`src/rtl/sram_ctrl.sv`:
```
// rtl/sram_ctrl.sv - asynchronous SRAM controller with registered strobes and MMIO peripheral decode
module sram_ctrl #(
    parameter int ADDR_W      = 16,
    parameter int DATA_W      = 16,
    parameter int WAIT_CYCLES = 2,
    parameter int MMIO_COUNT  = 5
) (
    input  logic                  CLK,
    input  logic                  RST,
    input  logic                  req_valid,
    output logic                  req_ready,
    input  logic                  req_write,
    input  logic [ADDR_W-1:0]     req_addr,
    input  logic [DATA_W-1:0]     req_wdata,
    input  logic [DATA_W/8-1:0]   req_be,
    output logic                  rsp_valid,
    output logic [DATA_W-1:0]     rsp_rdata,
    output logic [MMIO_COUNT-1:0] mem_sel,
    output logic                  mem_we,
    output logic [DATA_W-1:0]     mem_wdata,
    input  logic [DATA_W-1:0]     mem_rdata,
    output logic [ADDR_W-1:0]     sram_addr,
    output logic [DATA_W-1:0]     sram_dq_out,
    output logic                  sram_dq_oe,
    input  logic [DATA_W-1:0]     sram_dq_in,
    output logic                  sram_ce_n,
    output logic                  sram_oe_n,
    output logic                  sram_we_n,
    output logic [DATA_W/8-1:0]   sram_be_n
);
    localparam int BE_W  = DATA_W / 8;
    localparam int CNT_W = $clog2(WAIT_CYCLES + 2);
    localparam logic [CNT_W-1:0]  CNT_LOAD = CNT_W'(WAIT_CYCLES);
    localparam logic [ADDR_W-1:0] MMIO_LIM = ADDR_W'(MMIO_COUNT);

    typedef enum logic [2:0] {IDLE, RD, WR_SETUP, WR_PULSE, WR_HOLD, MMIO} state_t;

    state_t                  state_q, state_d;
    logic [CNT_W-1:0]        cnt_q, cnt_d;
    logic                    write_q, write_d;
    logic [ADDR_W-1:0]       addr_q, addr_d;
    logic [DATA_W-1:0]       wdata_q, wdata_d;
    logic [BE_W-1:0]         be_q, be_d;
    logic                    req_ready_q, req_ready_d;
    logic                    rsp_valid_q, rsp_valid_d;
    logic [DATA_W-1:0]       rsp_rdata_q, rsp_rdata_d;
    logic [MMIO_COUNT-1:0]   mem_sel_q, mem_sel_d;
    logic                    mem_we_q, mem_we_d;
    logic [DATA_W-1:0]       mem_wdata_q, mem_wdata_d;
    logic [ADDR_W-1:0]       sram_addr_q, sram_addr_d;
    logic [DATA_W-1:0]       dq_out_q, dq_out_d;
    logic                    dq_oe_q, dq_oe_d;
    logic                    ce_n_q, ce_n_d;
    logic                    oe_n_q, oe_n_d;
    logic                    we_n_q, we_n_d;
    logic [BE_W-1:0]         be_n_q, be_n_d;

    always_comb begin
        state_d = state_q;
        write_d = write_q;
        addr_d  = addr_q;
        wdata_d = wdata_q;
        be_d    = be_q;
        case (state_q)
            IDLE: begin
                if (req_valid) begin
                    write_d = req_write;
                    addr_d  = req_addr;
                    wdata_d = req_wdata;
                    be_d    = req_be;
                    if (req_addr < MMIO_LIM) state_d = MMIO;
                    else if (req_write)      state_d = WR_SETUP;
                    else                     state_d = RD;
                end
            end
            RD:       if (cnt_q == '0) state_d = IDLE;
            WR_SETUP: state_d = WR_PULSE;
            WR_PULSE: if (cnt_q == '0) state_d = WR_HOLD;
            WR_HOLD:  state_d = IDLE;
            MMIO:     state_d = IDLE;
            default:  state_d = IDLE;
        endcase

        // Counter reloads on every state change, so RD/WR_PULSE last WAIT_CYCLES+1 cycles.
        if (state_d != state_q)  cnt_d = CNT_LOAD;
        else if (cnt_q != '0)    cnt_d = cnt_q - CNT_W'(1);
        else                     cnt_d = cnt_q;

        req_ready_d = (state_d == IDLE);
        rsp_valid_d = 1'b0;
        rsp_rdata_d = rsp_rdata_q;
        mem_sel_d   = '0;
        mem_we_d    = 1'b0;
        mem_wdata_d = mem_wdata_q;
        sram_addr_d = sram_addr_q;
        dq_out_d    = dq_out_q;
        dq_oe_d     = 1'b0;
        ce_n_d      = 1'b1;
        oe_n_d      = 1'b1;
        we_n_d      = 1'b1;
        be_n_d      = '1;

        if (state_q == RD && state_d == IDLE) begin
            rsp_valid_d = 1'b1;
            rsp_rdata_d = sram_dq_in;
        end
        if (state_q == MMIO && !write_q) begin
            rsp_valid_d = 1'b1;
            rsp_rdata_d = mem_rdata;
        end

        // Pin values are computed from the upcoming state so each strobe is a clean flop output.
        case (state_d)
            RD: begin
                sram_addr_d = addr_d;
                ce_n_d      = 1'b0;
                oe_n_d      = 1'b0;
                be_n_d      = '0;
            end
            WR_SETUP, WR_PULSE, WR_HOLD: begin
                sram_addr_d = addr_d;
                ce_n_d      = 1'b0;
                dq_oe_d     = 1'b1;
                dq_out_d    = wdata_d;
                be_n_d      = ~be_d;
                if (state_d == WR_PULSE && be_d != '0) we_n_d = 1'b0;
            end
            MMIO: begin
                for (int i = 0; i < MMIO_COUNT; i++) mem_sel_d[i] = (addr_d == ADDR_W'(i));
                mem_we_d    = write_d;
                mem_wdata_d = wdata_d;
            end
            default: ;
        endcase
    end

    always_ff @(posedge CLK or posedge RST) begin
        if (RST) begin
            state_q     <= IDLE;
            cnt_q       <= '0;
            write_q     <= 1'b0;
            addr_q      <= '0;
            wdata_q     <= '0;
            be_q        <= '0;
            req_ready_q <= 1'b1;
            rsp_valid_q <= 1'b0;
            rsp_rdata_q <= '0;
            mem_sel_q   <= '0;
            mem_we_q    <= 1'b0;
            mem_wdata_q <= '0;
            sram_addr_q <= '0;
            dq_out_q    <= '0;
            dq_oe_q     <= 1'b0;
            ce_n_q      <= 1'b1;
            oe_n_q      <= 1'b1;
            we_n_q      <= 1'b1;
            be_n_q      <= '1;
        end else begin
            state_q     <= state_d;
            cnt_q       <= cnt_d;
            write_q     <= write_d;
            addr_q      <= addr_d;
            wdata_q     <= wdata_d;
            be_q        <= be_d;
            req_ready_q <= req_ready_d;
            rsp_valid_q <= rsp_valid_d;
            rsp_rdata_q <= rsp_rdata_d;
            mem_sel_q   <= mem_sel_d;
            mem_we_q    <= mem_we_d;
            mem_wdata_q <= mem_wdata_d;
            sram_addr_q <= sram_addr_d;
            dq_out_q    <= dq_out_d;
            dq_oe_q     <= dq_oe_d;
            ce_n_q      <= ce_n_d;
            oe_n_q      <= oe_n_d;
            we_n_q      <= we_n_d;
            be_n_q      <= be_n_d;
        end
    end

    assign req_ready   = req_ready_q;
    assign rsp_valid   = rsp_valid_q;
    assign rsp_rdata   = rsp_rdata_q;
    assign mem_sel     = mem_sel_q;
    assign mem_we      = mem_we_q;
    assign mem_wdata   = mem_wdata_q;
    assign sram_addr   = sram_addr_q;
    assign sram_dq_out = dq_out_q;
    assign sram_dq_oe  = dq_oe_q;
    assign sram_ce_n   = ce_n_q;
    assign sram_oe_n   = oe_n_q;
    assign sram_we_n   = we_n_q;
    assign sram_be_n   = be_n_q;
endmodule

```
`config.mk`:
```
export PLATFORM = sky130hd
export DESIGN_NAME = sram_ctrl
export DESIGN_NICKNAME = d
export VERILOG_FILES = /design/src/rtl/sram_ctrl.sv
export SDC_FILE = /design/constraint.sdc
export NUM_CORES = 1
export LEC_CHECK = 0
export ABC_AREA = 0
export BUFFER_PORTS_ARGS = -buffer_cell sky130_fd_sc_hd__buf_2
export CORE_AREA = 4 4 106 108
export CTS_BUF_LIST = sky130_fd_sc_hd__clkbuf_8
export DETAILED_ROUTE_END_ITERATION = 10
export DIE_AREA = 0 0 110 112
export MAX_ROUTING_LAYER = met4
export PLACE_DENSITY = 0.82
export SETUP_SLACK_MARGIN = 0.02
export SKIP_LAST_GASP = 1
export SLEW_MARGIN = 10
export SYNTH_ARGS = -nofsm -noshare
export SYNTH_HDL_FRONTEND = slang
export SYNTH_SLANG_ARGS = --single-unit
```
`constraint.sdc`:
```
create_clock -name CLK -period 3.7 [get_ports CLK]
set_input_delay 0.37 -clock CLK [delete_from_list [all_inputs] [get_ports CLK]]
set_output_delay 0.37 -clock CLK [all_outputs]
set_load 0.005 [all_outputs]
```
# After elaboration in Yosys (flattened, before gate mapping)

Index checks and enable logic that the tools add are counted.

Eq/ne operators: 14
Magnitude comparators: 1
Mux-type cells: 28
Reduce and logical (&&, ||, !) cells: 14
Add/subtract/negate cells: 1
Bitwise logic cells: 1

Operator list:

| operator              | number |
|---|---|
| $mux W16              | 6 |
| $eq A16 B2 Y1 const B | 2 |
| $eq A16 B1 Y1 const B | 1 |
| $eq A16 B3 Y1 const B | 1 |
| $logic_not A16 Y1     | 1 |
| $lt A16 B3 Y1 const B | 1 |
| $eq A3 B2 Y1 const B  | 4 |
| $mux W3               | 4 |
| $pmux W3 S4           | 1 |
| $mux W1               | 10 |
| $mux W2               | 5 |
| $eq A3 B3 Y1 const B  | 3 |
| $reduce_bool A2 Y1    | 4 |
| $eq A3 B1 Y1 const B  | 2 |
| $logic_not A3 Y1      | 2 |
| $mux W5               | 1 |
| $pmux W2 S2           | 1 |
| $reduce_or A4 Y1      | 1 |
| $logic_and A1 B1 Y1   | 3 |
| $ne A3 B3 Y1          | 1 |
| $reduce_or A3 Y1      | 1 |
| $logic_not A2 Y1      | 1 |
| $not A2 Y2            | 1 |
| $sub A2 B1 Y2 const B | 1 |
| $logic_not A1 Y1      | 1 |

Logic and storage cells: 78
Output and inout bits: 78
Register bits after elaboration: 118

# Depth between registers and ports, before layout

Gate-level depths: netlist of run 1.

Depth after elaboration: 8
Mapped depth: 10
Gate-level depth less buffers: 7

# Worst setup path before layout of run 1

Ideal clock, no wire load.

Path kind: input to register
Start point: in req_addr[11]
End point: reg sram_addr_q[3] (netlist: sram_addr[3])
Path slack: 1,729 ps
Arrival: 1,846 ps
Setup time: 125 ps
Stages on the path: 7
Required time: 3,575 ps
Cells stage by stage: or4_4 > nor2_4 > nand3_2 > and2_1 > buf_6 > buf_6 > mux2_4

Cells in the longest elaborated chain, start to end: 6
Elaborated cells on any way between the ends: 9
Those cells by class: 1 x order compare; 4 x eq/ne; 3 x mux; 1 x reduce/logical

RTL lines:

| element                              | RTL line | RTL |
|---|---|---|
| start: declaration                   | 13       | `input logic [ADDR_W-1:0] req_addr,` |
| $lt A16 B3 Y1 (*)                    | 71       | `if (req_addr < MMIO_LIM) state_d = MMIO;` |
| $mux W3 (*)                          | 71       |  |
| $mux W3 (*)                          | 66       | `if (req_valid) begin` |
| $pmux W3 S4 (*)                      | 64       | `case (state_q)` |
| $eq A3 B2 Y1 (tied with other cells) | 113      | `case (state_d)` |
| $reduce_or A4 Y1 (no line) (*)       | n/a      |  |
| end signal: assignment               | 171      | `sram_addr_q <= sram_addr_d;` |
| end: declaration                     | 50       | `logic [ADDR_W-1:0] sram_addr_q, sram_addr_d;` |

Every way passes the cells marked *; elsewhere a longest branch is shown, timed or not.
A chain may end at the register's enable or synchronous reset.

# Worst setup path after layout of run 1

Start point: reg cnt_q[0]
End point: reg sram_addr_q[8] (netlist: sram_addr[8])

Cells in the longest elaborated chain, start to end: 5
Elaborated cells on any way between the ends: 9
Those cells by class: 4 x eq/ne; 3 x mux; 2 x reduce/logical

RTL lines:

| element                              | RTL line | RTL |
|---|---|---|
| start: declaration                   | 39       | `logic [CNT_W-1:0] cnt_q, cnt_d;` |
| start signal: assignment             | 160      | `cnt_q <= cnt_d;` |
| $logic_not A2 Y1 (*)                 | 76, 78   |  |
| $mux W3, on equally long branches    | 78, 76   |  |
| $pmux W3 S4 (*)                      | 64       |  |
| $eq A3 B2 Y1 (tied with other cells) | 113      |  |
| $reduce_or A4 Y1 (no line) (*)       | n/a      |  |

Marks and branches as above.

==> results of run 1 <==
final timing paths:
| path | start | to | cells past startpoint |
|---|---|---|---|
| min in group CLK | req_wdata[5] | wdata_q[5]$_DFF_PP0_ | 3 |
| min | RST | mem_wdata[10]$_DFFE_PP0P_ | 2 |
| max | cnt_q[0]$_DFFE_PP0P_ | sram_addr[8]$_DFFE_PP0P_ | 7 |
| min reg2reg | mem_wdata[4]$_DFFE_PP0P_ | mem_wdata[4]$_DFFE_PP0P_ | 2 |
| max in group asynchronous | RST | sram_oe_n$_DFF_PP1_ | 3 |
| max reg2reg | cnt_q[0]$_DFFE_PP0P_ | sram_addr[8]$_DFFE_PP0P_ | 7 |
final cells by class:
type,count,area [sq um],area share [%]
clock inverter,9,123.9,2.036
multi-input combinational,242,1640,26.96
clock buffer,22,302.8,4.977
timing repair buffer,151,778.2,12.79
tap,136,170.2,2.797
inverter,28,107.6,1.769
sequential,118,2960,48.66
metrics by stage:
step / setup slack (ns) / hold WS, ns / util [%]
5_1_grt: 0.8691 / 0.06239 / 59.46
4_1_cts: 1.063 / 0.03398 / 59.35
6_report: 1.058 / 0.02314 / 59.46
3_3_place_gp: 1.297 / 0.4560 / 55.18
3_5_place_dp: 1.156 / 0.4668 / 55.18
2_1_floorplan: 0.2108 / 0.4606 / -
cells in the mapped netlist (3+ instances only):
cell type / count
dfrtp_1: 112
nand2_1: 43
o21ai_0: 39
mux2i_1: 35
inv_1: 28
a21oi_1: 27
mux2_2: 25
nor2_1: 24
nor3_1: 9
clkbuf_1: 7
buf_2: 6
dfstp_2: 6
nand3_1: 6
buf_6: 5
mux2_4: 4
buf_4: 3
flip-flops by register name, summed over array words and instances, names as in the netlist:
signal,count
addr_q,16
be_q,2
cnt_q,2
mem_sel,5
mem_wdata,16
mem_we,1
req_ready,1
rsp_rdata,16
rsp_valid,1
sram_addr,16
sram_be_n,2
sram_ce_n,1
sram_dq_oe,1
sram_dq_out,16
sram_oe_n,1
sram_we_n,1
state_q,3
wdata_q,16
write_q,1
worst register-to-register path: cells and delay by family, from the launching register on:
| kind | cells | cell delay [ns] |
|---|---|---|
| buffers and inverters | 1 | 0.05 |
| adder cells (fa/ha/maj) | 1 | 0.31 |
| multiplexers | 1 | 0.43 |
| AO/OA/AOI/OAI | 2 | 0.50 |
| flip-flops | 1 | 0.36 |
| AND/OR/NAND/NOR | 2 | 0.89 |
logic make-up (layout without fill, tap and decap cells):
| family | Yosys count | after routing | synth area share (%) |
|---|---|---|---|
| adder cells (fa/ha/maj) | 1 | 1 | 0.2594 |
| flip-flops | 118 | 118 | 61.37 |
| multiplexers | 64 | 64 | 14.35 |
| buffers and inverters | 49 | 210 | 4.981 |
| AND/OR/NAND/NOR | 102 | 102 | 10.51 |
| AO/OA/AOI/OAI | 75 | 75 | 8.535 |
cell usage in the layout (no fill, tap or decap), types with 4 or more instances in the layout:
cell	instances
o21ai_0	39
mux2i_1	35
buf_2	147
nand2_1	43
dfrtp_1	112
clkbuf_8	22
nor2_1	24
dfstp_2	6
mux2_2	25
a21oi_1	27
inv_1	28
nand3_1	6
nor3_1	9
mux2_4	4
report_power, final:
part | switching, mW | internal [mW] | total [mW]
logic | 0.836 | 0.766 | 1.60
clock network | 0.487 | 0.747 | 1.23
registers | 0.272 | 1.85 | 2.12
total | 1.59 | 3.36 | 4.95
metal layers:
metal	global-route usage (%)	part of all wire [%]
met5	-	0
met4	6.567	1.4
met3	6.261	7.6
met2	29.98	49
met1	22.84	42
==> results.tsv, run 1 <==
stage	metric	value	unit
yosys	synth top area cells	dfrtp_1 (58%), mux2i_1 (7.3%), mux2_2 (5.8%), o21ai_0 (4.0%), nand2_1 (3.3%)	
clock_tree	CTS resizes	0	
yosys	register area share after synthesis	61.37	%
clock_tree	CTS tree	yes	
setup_path	Critical Path Max Stage Delay	0.78	ns
placement	Placed Instances	675	
floorplan	initial core utilization	47.14	%
global_routing	vias in the first global route	3671	
global_routing	initial antenna violation count	0	
floorplan	Die Height	112	um
global_routing	largest net degree at the start of global routing	70	
drt	post-DR wirelength/cell	15.29	um
layout	P&R area growth vs syn	26.12	%
run	Max-Cap Viols	0	
setup_path	CP max-delay cell	and2_1	
pwr	Max VDD drop	0.3623	mV
setup_path	Critical Path Sink Type	flip-flop	
setup_path	crit-path cells	inv_1 > ha_1 > nand2_1 > o21ai_0 > a21oi_1 > and2_1 > mux2_2	
yosys	Yosys warning count	0	
yosys	area leader, netlist	dfrtp_1	
setup_path	Reg2Reg Setup Slack	1.06	ns
global_routing	Congestion Overflow GR	0	
yosys	EDFF count, synth	0	
placement	GP Congestion	0.7955	
timing	worst-margin pin slew	0.9187	ns
timing	setup TNS	0	ns
timing	Worst Skew	0.008131	ns
timing	Slew headroom	38.76	%
floorplan	core area	10230	sq um
yosys	Distinct cells, synth	41	
clock_tree	clock buffer count from CTS	17	
drt	Total Routed Length	10.80	mm
timing	Tmin final	2.642	ns
clock_tree	cts hold-fix bufs	0	
timing	final slew viol count	0	
placement	hpwl dp	7.797	mm
setup_path	Buf/Inv on CP	1	
layout	diode count	0	
pwr	Power Density	814.2	nW/um^2
yosys	Post-synth ARST share	100.0	%
clock_tree	Root Buffer	clkbuf_8	
drt	DR iter-0 viols	152	
timing	RSZ-0062 raised after global routing	false	
yosys	mapped cell area	4823	sq um
setup_path	startpoint types	flip-flop	
floorplan	die width	110	um
layout	fin area	6083	sq um
setup_path	crit path max fanout	19	
drt	number of remaining DRC errors	0	
pwr	total power	4.953	mW
timing	maximum clock frequency	378.5	MHz
placement	placed inst area	5645	sq um
drt	drt pass-1 iters	5	
setup_path	critical path required time	4.00	ns
yosys	flops & latches, synth	118	
clock_tree	Post-CTS Setup Bufs	0	
clock_tree	Worst-Skew Late Latency	0.42	ns
clock_tree	CTS HTree Levels	4	
clock_tree	clock-pin transition on the worst setup and hold timing paths	0.07	ns
layout	Final #Nets	629	
yosys	cells after synthesis	409	
yosys	top cell type's share of synthesized area	58.11	%
setup_path	WP data arrival	2.94	ns
drt	routed via count	3546	
clock_tree	Max clock buf depth	2	
layout	non-filler instance count after layout	706	
hold_path	HP Class	in2async	
timing	final hold vios	0	
drt	vias per inst	5.023	
drt	Routed Antenna Nets	0	
global_routing	first-pass GRT wire length	17.59	mm
timing	Final Cycle Share	71.41	%
yosys	net count of the mapped netlist	480	
global_routing	GRT Total Usage	19.03	%
layout	# fillers	837	
layout	share of layout cells above drive strength 1	39.82	%
placement	# port buffers	147	
run_status	status	complete, no violations	
yosys	Main synth FF type	dfrtp_1	
floorplan	die area	12320	sq um
clock_tree	CTS sink cnt	118	
setup_path	Worst path top cell family by delay	simple AND/OR/NAND/NOR gates	
pwr	Leakage	2.978	nW
timing	Final Setup Violations	0	
yosys	syn_area_per_cell	11.79	sq um
floorplan	row count	37	
setup_path	Setup Crit Path Kind	reg2reg	
floorplan	I/O pins	148	
(Power assumes the default switching activity.)
==> run 2, diff against run 1 <==
Settings changed: CORE_AREA 4 4 106 108 to 4 4 101 103, DIE_AREA 0 0 110 112 to 0 0 105 107, PLACE_DENSITY 0.82 to 0.86.
Clock period 3.7 ns to 2.7 ns, I/O delays scaled along.
==> results.tsv, run 2 (synthesis results as in run 1) <==
stage	metric	value	unit	change
floorplan	row count	35		-5.4%
clock_tree	CTS HTree Levels	4		unchanged
setup_path	RR Startpoint	cnt_q[0]$_DFFE_PP0P_		
setup_path	Setup Crit Path Kind	reg2reg		
clock_tree	CTS sink cnt	118		unchanged
timing	Worst Skew	0.01203	ns	+0.003894 ns
drt	vias per inst	5.184		+3.2%
clock_tree	CTS resizes	0		unchanged
clock_tree	Root Buffer	clkbuf_8		
setup_path	Critical Path Sink Type	flip-flop		
timing	maximum clock frequency	453.1	MHz	+20%
layout	most common cell after layout, fill and taps aside	buf_2		
clock_tree	Worst-Skew Late Latency	0.41	ns	about the same
floorplan	initial core utilization	52.45	%	+5.3 points
drt	routed via count	3577		+0.87%
floorplan	I/O pins	148		unchanged
timing	final slew viol count	0		unchanged
pwr	Power Density	1112	nW/um^2	+37%
drt	drt pass-1 iters	4		-1
clock_tree	clock-pin transition on the worst setup and hold timing paths	0.07	ns	about the same
placement	# port buffers	147		unchanged
global_routing	Congestion Overflow GR	0		unchanged
layout	most frequent cells in the layout	buf_2 (147), dfrtp_1 (112), nand2_1 (43)		
timing	Slew headroom	61.98	%	+23 points
setup_path	startpoint types	flip-flop		
setup_path	Reg2Reg Setup Slack	0.49	ns	-0.56 ns
placement	GP Congestion	0.7971		+0.20%
run	Max-Cap Viols	0		unchanged
hold_path	hold wc startpoint	req_wdata[14]		
pwr	total power	6.749	mW	+36%
global_routing	Top Usage Layer GRT	met2		
clock_tree	Max clock buf depth	2		unchanged
timing	final hold vios	0		unchanged
clock_tree	CTS tree	yes		
drt	number of remaining DRC errors	0		unchanged
global_routing	GRT Total Usage	21.36	%	+2.3 points
drt	post-DR wirelength/cell	15.99	um	+4.6%
global_routing	largest net degree at the start of global routing	70		unchanged
global_routing	met1 usage	26.28	%	+3.4 points
timing	Final Setup Violations	0		unchanged
pwr	Leakage	2.999	nW	+0.72%
timing	worst-margin pin slew	0.5630	ns	-0.3557 ns
floorplan	die width	105	um	-4.5%
floorplan	core area	9196	sq um	-10%
drt	DR iter-0 viols	188		+24%
timing	Final Cycle Share	81.73	%	+10 points
floorplan	Die Height	107	um	-4.5%
timing	setup TNS	0	ns	unchanged
hold_path	HP Class	in2reg		
pwr	Max VDD drop	0.6429	mV	+77%
global_routing	initial antenna violation count	2		+2
run_status	status	complete, no violations		
global_routing	first-pass GRT wire length	18.55	mm	+5.5%
layout	Final #Nets	635		+0.95%
global_routing	GR Util met2	34.05	%	+4.1 points
layout	P&R area growth vs syn	25.84	%	
hold_path	Hold Path End	wdata_q[14]$_DFF_PP0_		
setup_path	reg2reg path depth	8		+1
hold_path	hold depth	3		
setup_path	critical path required time	3.00	ns	-1.00 ns
timing	Tmin final	2.207	ns	-0.4353 ns
layout	# fillers	700		-16%
setup_path	WP data arrival	2.51	ns	-0.43 ns
timing	RSZ-0062 raised after global routing	false		
global_routing	GR Layer Usage met3	5.599	%	-0.66 points
clock_tree	Post-CTS Setup Bufs	0		unchanged
global_routing	vias in the first global route	3817		+4.0%
layout	share of layout cells above drive strength 1	39.86	%	about the same
placement	hpwl dp	7.903	mm	+1.4%
setup_path	Reg-to-Reg End	sram_addr[11]$_DFFE_PP0P_		
floorplan	die area	11240	sq um	-8.8%
clock_tree	clock buffer count from CTS	17		unchanged
drt	Total Routed Length	11.04	mm	+2.2%
drt	Routed Antenna Nets	0		unchanged
setup_path	crit path max fanout	19		unchanged
run 2: area by class of cell:
type	instances	area, sq um	share of cell area (%)
well taps	111	138.9	2.288
clock inverters	13	140.1	2.309
multi-input cells	242	1629	26.84
flip-flops and latches	118	2960	48.77
repair buffers	157	825.8	13.61
diodes	2	5.005	0.08246
clock buffers	19	261.5	4.308
inverters	28	108.9	1.793
run 2: per-layer routing:
metal,routed length (um),vias to the layer above
met5,0,-
met4,184,0
met3,705,14
met2,5447,131
met1,4699,1727
li1,-,1705
run 2: worst max path at each step:
stage | from | cells past startpoint | to | slack [ns]
after global routing | cnt_q[0]$_DFFE_PP0P_ | 8 | sram_addr[10]$_DFFE_PP0P_ | 0.38
after detailed placement | cnt_q[0]$_DFFE_PP0P_ | 8 | sram_addr[11]$_DFFE_PP0P_ | 0.53
final | cnt_q[0]$_DFFE_PP0P_ | 8 | sram_addr[11]$_DFFE_PP0P_ | 0.49
after floorplan | cnt_q[0]$_DFFE_PP0P_ | 10 | sram_addr[3]$_DFFE_PP0P_ | 0.73
after CTS | cnt_q[0]$_DFFE_PP0P_ | 8 | sram_addr[11]$_DFFE_PP0P_ | 0.49
after global placement | cnt_q[0]$_DFFE_PP0P_ | 8 | sram_addr[11]$_DFFE_PP0P_ | 0.63
run 2: power breakdown:
| part | total, mW | switching, mW | internal (mW) |
|---|---|---|---|
| clock | 1.61 | 0.669 | 0.942 |
| combinational | 2.23 | 1.17 | 1.07 |
| sequential | 2.90 | 0.373 | 2.53 |
| total | 6.75 | 2.21 | 4.54 |
run 2: critical path, stage by stage, from the launching register on:
cell	delay, ns
dfrtp_1	0.36
inv_1	0.05
ha_1	0.29
nand2_1	0.10
o21ai_0	0.11
a21oi_1	0.35
and2_1	0.18
buf_4	0.27
mux2_2	0.38
run 2: what timing repair did:
item / CTS / global route
hold buffers: 1 / 0
endpoints found under the hold margin: 4 / 0
endpoints found under the setup margin: 0 / 0
run 2: through the flow:
stage / hold slack, ns / utilization (%) / cell area, sq um / cells / setup WS (ns)
after floorplan: 0.4261 / - / 4827 / 409 / 0.7324
after global placement: 0.1841 / 61.47 / 5653 / 655 / 0.6322
after detailed placement: 0.1871 / 61.47 / 5653 / 655 / 0.5278
after CTS: 0.09809 / 65.95 / 6065 / 688 / 0.4890
after global routing: 0.1104 / 66.00 / 6070 / 690 / 0.3803
final: 0.1152 / 66.00 / 6070 / 690 / 0.4932
